**src/rtl/burst_line_adapter.sv**
```systemverilog
`default_nettype none
// ============================================================================
// Module   : burst_line_adapter
// Brief    : Cacheline (LINE_W) <-> BEATS x BURST_W pmem burst adapter, one
//            transaction in flight. Optional watchdog via `BLA_TIMEOUT_EN.
// Revision : 1.0 - initial release
// ============================================================================
module burst_line_adapter #(
  parameter int LINE_W  = 256,
  parameter int BURST_W = 64,
  parameter int ADDR_W  = 32,
  parameter int TO_CYC  = 1024
) (
  input  logic               clk,
  input  logic               rst,
  input  logic [LINE_W-1:0]  line_i,
  input  logic [ADDR_W-1:0]  address_i,
  input  logic               read_i,
  input  logic               write_i,
  output logic [LINE_W-1:0]  line_o,
  output logic               resp_o,
  input  logic [BURST_W-1:0] burst_i,
  input  logic               resp_i,
  output logic [BURST_W-1:0] burst_o,
  output logic [ADDR_W-1:0]  address_o,
  output logic               read_o,
  output logic               write_o,
  output logic               err_o
);

  localparam int c_BEATS = LINE_W / BURST_W;
  localparam int c_CNT_W = (c_BEATS > 1) ? $clog2(c_BEATS) : 1;
  localparam int c_OFF_W = $clog2(LINE_W / 8);
  localparam logic [c_CNT_W-1:0] c_LAST_BEAT = c_CNT_W'(c_BEATS - 1);
  localparam logic [31:0] c_TO_LIM = 32'(TO_CYC);

  typedef enum logic [1:0] {
    IDLE = 2'd0,
    RD   = 2'd1,
    WR   = 2'd2,
    DONE = 2'd3
  } state_t;

  state_t              r_state;
  logic [c_CNT_W-1:0]  r_cnt;
  logic [LINE_W-1:0]   r_buf;
  logic [ADDR_W-1:0]   r_addr;
  logic                r_read;
  logic                r_write;
  logic                r_resp;
  logic                w_last;
  logic                w_abort;
  logic [ADDR_W-1:0]   w_addr_aligned;
  logic                w_unused;

  assign w_addr_aligned = {address_i[ADDR_W-1:c_OFF_W], {c_OFF_W{1'b0}}};
  assign w_last         = resp_i && (r_cnt == c_LAST_BEAT);
  assign w_unused       = ^{address_i[c_OFF_W-1:0], c_TO_LIM};

`ifdef BLA_TIMEOUT_EN
  localparam int c_TO_W = $clog2(TO_CYC + 1);

  logic [c_TO_W-1:0] r_to_cnt;
  logic              r_err;

  // Abort on the TO_CYC-th consecutive beat-less cycle of RD/WR.
  assign w_abort = !resp_i && (32'(r_to_cnt) == (c_TO_LIM - 32'd1));

  always_ff @(posedge clk or negedge rst) begin
    if (!rst) begin
      r_to_cnt <= '0;
      r_err    <= 1'b0;
    end else begin
      r_err <= (r_state == RD || r_state == WR) && w_abort;
      if ((r_state == RD || r_state == WR) && !resp_i && !w_abort)
        r_to_cnt <= r_to_cnt + c_TO_W'(1);
      else
        r_to_cnt <= '0;
    end
  end

  assign err_o = r_err;
`else
  assign w_abort = 1'b0;
  assign err_o   = 1'b0;
`endif

  always_ff @(posedge clk or negedge rst) begin
    if (!rst) begin
      r_state <= IDLE;
      r_cnt   <= '0;
      r_buf   <= '0;
      r_addr  <= '0;
      r_read  <= 1'b0;
      r_write <= 1'b0;
      r_resp  <= 1'b0;
    end else begin
      r_resp <= 1'b0;
      case (r_state)
        IDLE: begin
          r_cnt <= '0;
          // Writeback takes priority; a concurrent fill is picked up after resp_o.
          if (write_i) begin
            r_buf   <= line_i;
            r_addr  <= w_addr_aligned;
            r_write <= 1'b1;
            r_state <= WR;
          end else if (read_i) begin
            r_addr  <= w_addr_aligned;
            r_read  <= 1'b1;
            r_state <= RD;
          end
        end
        RD: begin
          if (resp_i) begin
            r_buf[int'(r_cnt)*BURST_W +: BURST_W] <= burst_i;
            r_cnt <= r_cnt + c_CNT_W'(1);
          end
          if (w_last || w_abort) begin
            r_read  <= 1'b0;
            r_addr  <= '0;
            r_resp  <= 1'b1;
            r_state <= DONE;
          end
        end
        WR: begin
          if (resp_i)
            r_cnt <= r_cnt + c_CNT_W'(1);
          if (w_last || w_abort) begin
            r_write <= 1'b0;
            r_addr  <= '0;
            r_resp  <= 1'b1;
            r_state <= DONE;
          end
        end
        DONE: begin
          r_cnt   <= '0;
          r_state <= IDLE;
        end
        default: r_state <= IDLE;
      endcase
    end
  end

  assign read_o    = r_read;
  assign write_o   = r_write;
  assign address_o = r_addr;
  assign resp_o    = r_resp;
  assign line_o    = r_resp ? r_buf : '0;
  assign burst_o   = (r_state == WR) ? r_buf[int'(r_cnt)*BURST_W +: BURST_W] : '0;

endmodule
`default_nettype wire

```
**config.mk**
```make
export PLATFORM = sky130hd
export DESIGN_NAME = burst_line_adapter
export DESIGN_NICKNAME = d
export VERILOG_FILES = /design/src/rtl/burst_line_adapter.sv
export SDC_FILE = /design/constraint.sdc
export NUM_CORES = 1
export LEC_CHECK = 0
export CAP_MARGIN = 20
export CORE_AREA = 2 2 278 280
export DETAILED_ROUTE_END_ITERATION = 10
export DIE_AREA = 0 0 280 282
export SLEW_MARGIN = 10
export SYNTH_ARGS = -nofsm -noshare
export SYNTH_HDL_FRONTEND = slang
export SYNTH_SLANG_ARGS = --single-unit
export TNS_END_PERCENT = 30
```
**constraint.sdc**
```tcl
create_clock -name clk -period 4.7 [get_ports clk]
set_input_delay 0.47 -clock clk [delete_from_list [all_inputs] [get_ports clk]]
set_output_delay 0.47 -clock clk [all_outputs]
set_load 0.005 [all_outputs]
```
==> results of run 1 <==
==> layout by cell type, fill, tap and decap left out, types with 2 or more instances in the layout <==
cell type and count:
conb_1 6, mux2_4 10, dfrtp_1 287, ha_1 7
mux2_2 256, nand2b_4 2, dfrtp_4 3, nand2b_1 66
mux4_2 64, a21oi_4 4, o32ai_1 128, buf_4 27
buf_12 11, clkbuf_8 4, bufinv_16 2, nand2_1 5
nand2_4 2, clkinv_2 6, inv_1 134, clkbuf_16 41
diode_2 4, and2_1 321, nand3_1 2, ha_2 2
clkbuf_1 11, mux2i_1 4, a32o_1 128, nor2b_1 28
o21ai_0 3, a21oi_1 3, mux2_1 17, clkdlybuf4s50_1 700
==> power by group through the flow <==
stage          Combinational (mW)  Sequential, mW  Clock [mW]
3_3_place_gp                 7.84            4.76           0
3_5_place_dp                 8.03            4.85           0
2_1_floorplan                5.39            4.32           0
6_report                     8.03            4.85        2.93
5_1_grt                      8.51            4.98        3.12
4_1_cts                      8.05            4.81        3.02
==> final cells by class <==
class,instances,area (um2)
multi-input cells,1070,10200
flip-flops and latches,290,7270
clock buffers,56,1120
well taps,978,1220
clock inverters,10,106
diodes,4,10.0
inverters,135,509
fillers,7412,47800
repair buffers,740,7450
==> cell families after synthesis <==
| family | Yosys count |
|---|---|
| other cells | 1 |
| simple gates | 432 |
| mux | 352 |
| compound gates | 269 |
| xor+xnor | 1 |
| buf+inv | 311 |
| fa+ha+maj | 10 |
| flops | 290 |
==> worst min-delay path by stage <==
stage | end | slack (ns)
2_1_floorplan | address_o[10] | 0.17
3_3_place_gp | r_buf[101] | 0.49
3_5_place_dp | address_o[30] | 0.49
4_1_cts | address_o[30] | 0.51
5_1_grt | address_o[30] | 0.51
6_report | address_o[30] | 0.50
==> synthesized netlist by cell type, types with 2 or more instances <==
| master | number | area share [%] |
|---|---|---|
| and2_1 | 322 | 11 |
| dfrtp_1 | 290 | 39 |
| mux2_2 | 256 | 15 |
| inv_1 | 135 | 2.7 |
| a32o_1 | 128 | 6.8 |
| o32ai_1 | 128 | 6.0 |
| clkbuf_1 | 109 | 2.2 |
| nand2b_1 | 68 | 2.3 |
| mux4_2 | 64 | 7.7 |
| nor2b_1 | 29 | 0.97 |
| buf_2 | 27 | 0.72 |
| buf_6 | 17 | 1.0 |
| mux2_1 | 17 | 1.0 |
| buf_4 | 16 | 0.64 |
| ha_1 | 10 | 0.67 |
| mux2_4 | 10 | 0.80 |
| nand2_1 | 7 | 0.14 |
| buf_1 | 6 | 0.12 |
| a21oi_4 | 4 | 0.35 |
| mux2i_1 | 4 | 0.21 |
| a21oi_1 | 3 | 0.080 |
| o21ai_0 | 3 | 0.080 |
| nand3_1 | 2 | 0.053 |
==> flip-flops by register name, indices dropped and copies added (netlist names) <==
name,cells
address_o,27
write_o,1
read_o,1
r_buf,256
r_state,2
r_cnt,2
resp_o,1
==> layer usage <==
layer,vias up,global-route usage [%],part of all wire (%)
li1,7280,-,-
met1,8738,25.2,39
met2,929,34.8,49
met3,201,4.41,7.7
met4,2,8.38,4.0
met5,-,0,0.013
==> worst register-to-register path, delay by kind of cell (launching register included) <==
kind,cells,cell delay (ns)
adder cells (fa/ha/maj),1,0.31
flip-flops,1,0.98
AND/OR/NAND/NOR,1,0.82
AO/OA/AOI/OAI,1,0.25
multiplexers,1,0.15
buffers and inverters,2,0.67
==> per-stage QoR <==
step	utilization, %	cells	area, um2	hold WS, ns
finish	36.8	3283	27900	0.505
global route	36.8	3283	27900	0.511
CTS	36.8	3279	27900	0.507
detailed placement	35.2	3212	26600	0.494
global placement	35.2	3212	26600	0.487
floorplan	-	1671	18800	0.174
==> results_dict.tcl, run 1 <==
set metrics [dict create \
    cp-endpoint "burst_o[5]" \
    start_util_pct 24.8 \
    synth.distinct_cells 34 \
    fin_skew_ns 0.0106 \
    post-cts-setup-buffers 0 \
    firstDrtPassIters 7 \
    cp.depth 4 \
    cp-startpoint "r_cnt[0]" \
    synth_top_family_by_area "multiplexers" \
    wire_per_inst_um 25.7 \
    ys.flop_type "dfrtp_1" \
    tightest_slew_ns 1.18 \
    cts_tree "built" \
    ys_warn_count 0 \
    cpMaxStageDelayCell "dfrtp_4" \
    place.gp.congestion 0.867 \
    dieArea_um2 79000 \
    areaGrowthSynthToFinish_pct 48.7 \
    nets 2642 \
    vias_per_cell 5.22 \
    hold_buffers 1 \
    antenna_found_initial 7 \
    switching_share_pct 38.0 \
    clockBufferDepth 3 \
    min_delay_path_depth 1 \
    fin_crit_ns 3.58 \
    path_cells "buf_4, mux4_2, and2_1, clkdlybuf4s50_1" \
    setup_viol_count_final 0 \
    r2r_start "r_cnt[1]" \
    grt_pass1_wl_um 122000 \
    cellPowerDensity_nw_per_um2 567 \
    synth_simple_gate_area_share_pct 14.3 \
    crit_fanout 29 \
    rsz0062_at_grt "no" \
    drtIter0Drc 1263 \
    p_switching_mw 6.01 \
    power_frac_comb_pct 50.8 \
    synth_fa_ha_area_share_pct 0.668 \
    grt_pass1_vias 18100 \
    cp.arrival_ns 3.11 \
    min-delay-start "address_o[30]" \
    synthArstFlopShare_pct 100 \
    finalSetupTns_ns 0 \
    io_pins 713 \
    setup_ws_ns 1.12 \
    cp_slowest_stage_delay_ns 0.86 \
    h-tree-depth 2 \
    power.internal_mw 9.80 \
    timing.fmax_mhz 280 \
    timing.slew.headroom_pct 21.6 \
    synth-xor-area-share_pct 0.0467 \
    synth_edf_count 0 \
    worstPathRequired_ns 4.23 \
    cts_resized 0 \
    die_w_um 280 \
    p_clk_share_pct 18.5 \
    dp_slack_ns 1.54 \
    ys_ff_latch 290 \
    peakVddDrop_mv 0.520 \
    grtUsageTotal_pct 20.5 \
    critPathKind "flip-flop to output port" \
    ant_nets 0 \
    io_buffers 701 \
    finalPower_mw 15.8 \
    p_seq_share_pct 30.7 \
    drv_slew 0 \
    worstRegToRegCells 6 \
    endpoint_kind "output port" \
    cts_sinks 290 \
    postSynthCellCount 1666 \
    rrSetupSlack_ns 1.46 \
    crit_path_start_kind "flip-flop" \
    clock_latency_ns 0.54 \
    netlist_area_um2 18700 \
    vias 17200 \
    dp_hpwl_um 56600 \
    synth-compound-area-share_pct 13.5 \
    numCtsBuffers 38 \
    synthMuxAreaShare_pct 25.2 \
    outcome "finished, final reports clean" \
    finalCritPeriodShare_pct 76.1 \
    hold_viol_final 0 \
    core_um2 75700 \
    grt_max_degree 100 \
    syn_area_per_cell_um2 11.2 \
    r2r-end "r_buf[105]" \
    drive_gt1_share_pct 19.3 \
    die_y_um 282 \
    min-delay-path-class "flip-flop to flip-flop" \
    routed_wirelength_um 84400 \
    grt_overflow_total 0 \
    crit_family "buffers and inverters" \
    root_buffer "clkbuf_16" \
    leakage_nw 11.1 \
    drcViolationCount 0 \
    crit_buf_inv 2 \
    seq_area_frac_synth_pct 38.7 \
    cap_violations 0 \
    rows 101 \
    clk_pin_slew_ns 0.05 \
]
No activity file was read; power rests on OpenSTA's default activity.
==> run 2: changes to the inputs <==
Clock period 4.7 ns to 3.45 ns, I/O delays scaled along.
==> run 2 against run 1 <==
Compared with the run above: die area unchanged; hold slack worse by 0.083 ns; wire length down 1.2%; critical path depth unchanged; sequential share of layout area down 0.30 points; sequential cell count unchanged; final area up 1.1%.
==> results_dict.tcl, run 2 (synthesis gave the netlist of run 1 again) <==
set metrics [dict create \
    leakage_nw 11.3 \
    routed_wirelength_um 83400 \
    layout_commonest_cell "clkdlybuf4s50_1" \
    timing.slew.headroom_pct 28.7 \
    antenna_found_initial 10 \
    io_buffers 701 \
    cp.arrival_ns 2.85 \
    ant_nets 0 \
    place.gp.congestion 0.872 \
    crit_fanout 23 \
    rrSetupSlack_ns 0.52 \
    vias_per_cell 5.20 \
    areaGrowthSynthToFinish_pct 50.4 \
    grt_pass1_wl_um 119000 \
    cts_tree "built" \
    drcViolationCount 0 \
    timing.fmax_mhz 313 \
    clk_pin_slew_ns 0.06 \
    wire_per_inst_um 25.3 \
    drv_slew 0 \
    start_util_pct 24.8 \
    clock_latency_ns 0.55 \
    fillCellCount 7282 \
    hold_viol_final 0 \
    grt_max_degree 95 \
    setup_viol_count_final 0 \
    place_area_um2 26800 \
    grt_pass1_vias 18000 \
    worstPathRequired_ns 3.11 \
    die_w_um 280 \
    fin_skew_ns 0.0119 \
    drive_gt1_share_pct 20.2 \
    endpoint_kind "output port" \
    numCtsBuffers 39 \
    fin_crit_ns 3.20 \
    regArea_um2 7270 \
    nets 2656 \
    h-tree-depth 2 \
    critPathKind "flip-flop to output port" \
    finalCritPeriodShare_pct 92.7 \
    root_buffer "clkbuf_16" \
    cts_sinks 290 \
    final_area_um2 28200 \
    min-delay-path-class "primary input to asynchronous set/reset pin" \
    cap_violations 0 \
    mostFrequentLayoutCells "700 x clkdlybuf4s50_1, 321 x and2_1, 287 x dfrtp_1" \
    drtIter0Drc 1173 \
    crit_path_start_kind "flip-flop" \
    tightest_slew_ns 1.07 \
    die_y_um 282 \
    dieArea_um2 79000 \
    grt_overflow_total 0 \
    core_um2 75700 \
    largest_register "r_buf" \
    io_pins 713 \
    cellPowerDensity_nw_per_um2 777 \
    vias 17200 \
    fin_util_pct 37.2 \
    finalSetupTns_ns 0 \
    outcome "finished, final reports clean" \
    clockBufferDepth 3 \
    rsz0062_at_grt "no" \
    peakVddDrop_mv 0.566 \
    largest_register_ffs 256 \
    grtUsageTotal_pct 20.1 \
    rows 101 \
    dp_hpwl_um 57200 \
    firstDrtPassIters 6 \
    multi_input_area_um2 10200 \
]
==> run 2: cell count changes in the layout (fill, tap and decap cells not counted), moves of 2 or more <==
cell | previous run | this run
clkbuf_8 | 4 | 8
diode_2 | 4 | 6
buf_4 | 27 | 31
clkbuf_1 | 11 | 5
buf_12 | 11 | 20
==> run 2: power breakdown <==
part,internal [mW],switching [mW],leakage (nW)
registers,5.14,1.44,3.54
clock network,2.57,1.67,0.658
logic,5.97,5.11,7.08
total,13.7,8.22,11.3
==> run 2: layer usage <==
| metal | share of wire, % | wire length (um) | GRT usage [%] | vias up |
|---|---|---|---|---|
| li1 | - | - | - | 7311 |
| met1 | 40 | 33100 | 25.0 | 8815 |
| met2 | 49 | 41000 | 33.7 | 866 |
| met3 | 7.6 | 6310 | 4.33 | 167 |
| met4 | 3.6 | 3010 | 8.42 | 6 |
| met5 | 0.042 | 35 | 0 | - |
==> run 2: worst max-delay path: stages, from the launching register on <==
cell             delay (ns)
dfrtp_4                0.78
buf_12                 0.30
mux4_2                 0.52
and2_1                 0.17
clkdlybuf4s50_1        0.51
==> run 2: layout make-up <==
class                   instances  area share, %
inverters                     135           1.81
flip-flops and latches        290           25.8
clock inverters                16          0.630
well taps                     978           4.34
multi-input cells            1070           36.1
diodes                          6         0.0533
repair buffers                753           27.2
clock buffers                  54           4.10
==> run 2: metrics by stage <==
stage / setup slack, ns / hold WS, ns / std cells / total power [mW]
3_5_place_dp: 0.518 / 0.454 / 3225 / 17.7
6_report: 0.251 / 0.422 / 3302 / 21.9
4_1_cts: 0.155 / 0.463 / 3296 / 22.0
5_1_grt: 0.0969 / 0.491 / 3302 / 23.0
3_3_place_gp: 0.581 / 0.454 / 3225 / 17.4
2_1_floorplan: 0.840 / 0.0494 / 1671 / 13.2
==> run 2: worst paths after layout <==
kind,start,to,depth (start not counted)
hold / removal,rst,r_buf[146],2
min in group clk,address_o[5],address_o[5],1
setup / recovery,r_cnt[0],burst_o[33],4
setup reg to reg,r_cnt[0],r_buf[122],6
hold reg to reg,address_o[5],address_o[5],1
max in group asynchronous,rst,r_buf[1],3
==> run 2: timing repair <==
action	in CTS	in global routing
setup endpoints to repair	0	0
hold endpoints to repair	86	0
hold buffers	1	0
buffers inserted	0	0
gates resized for setup	0	0
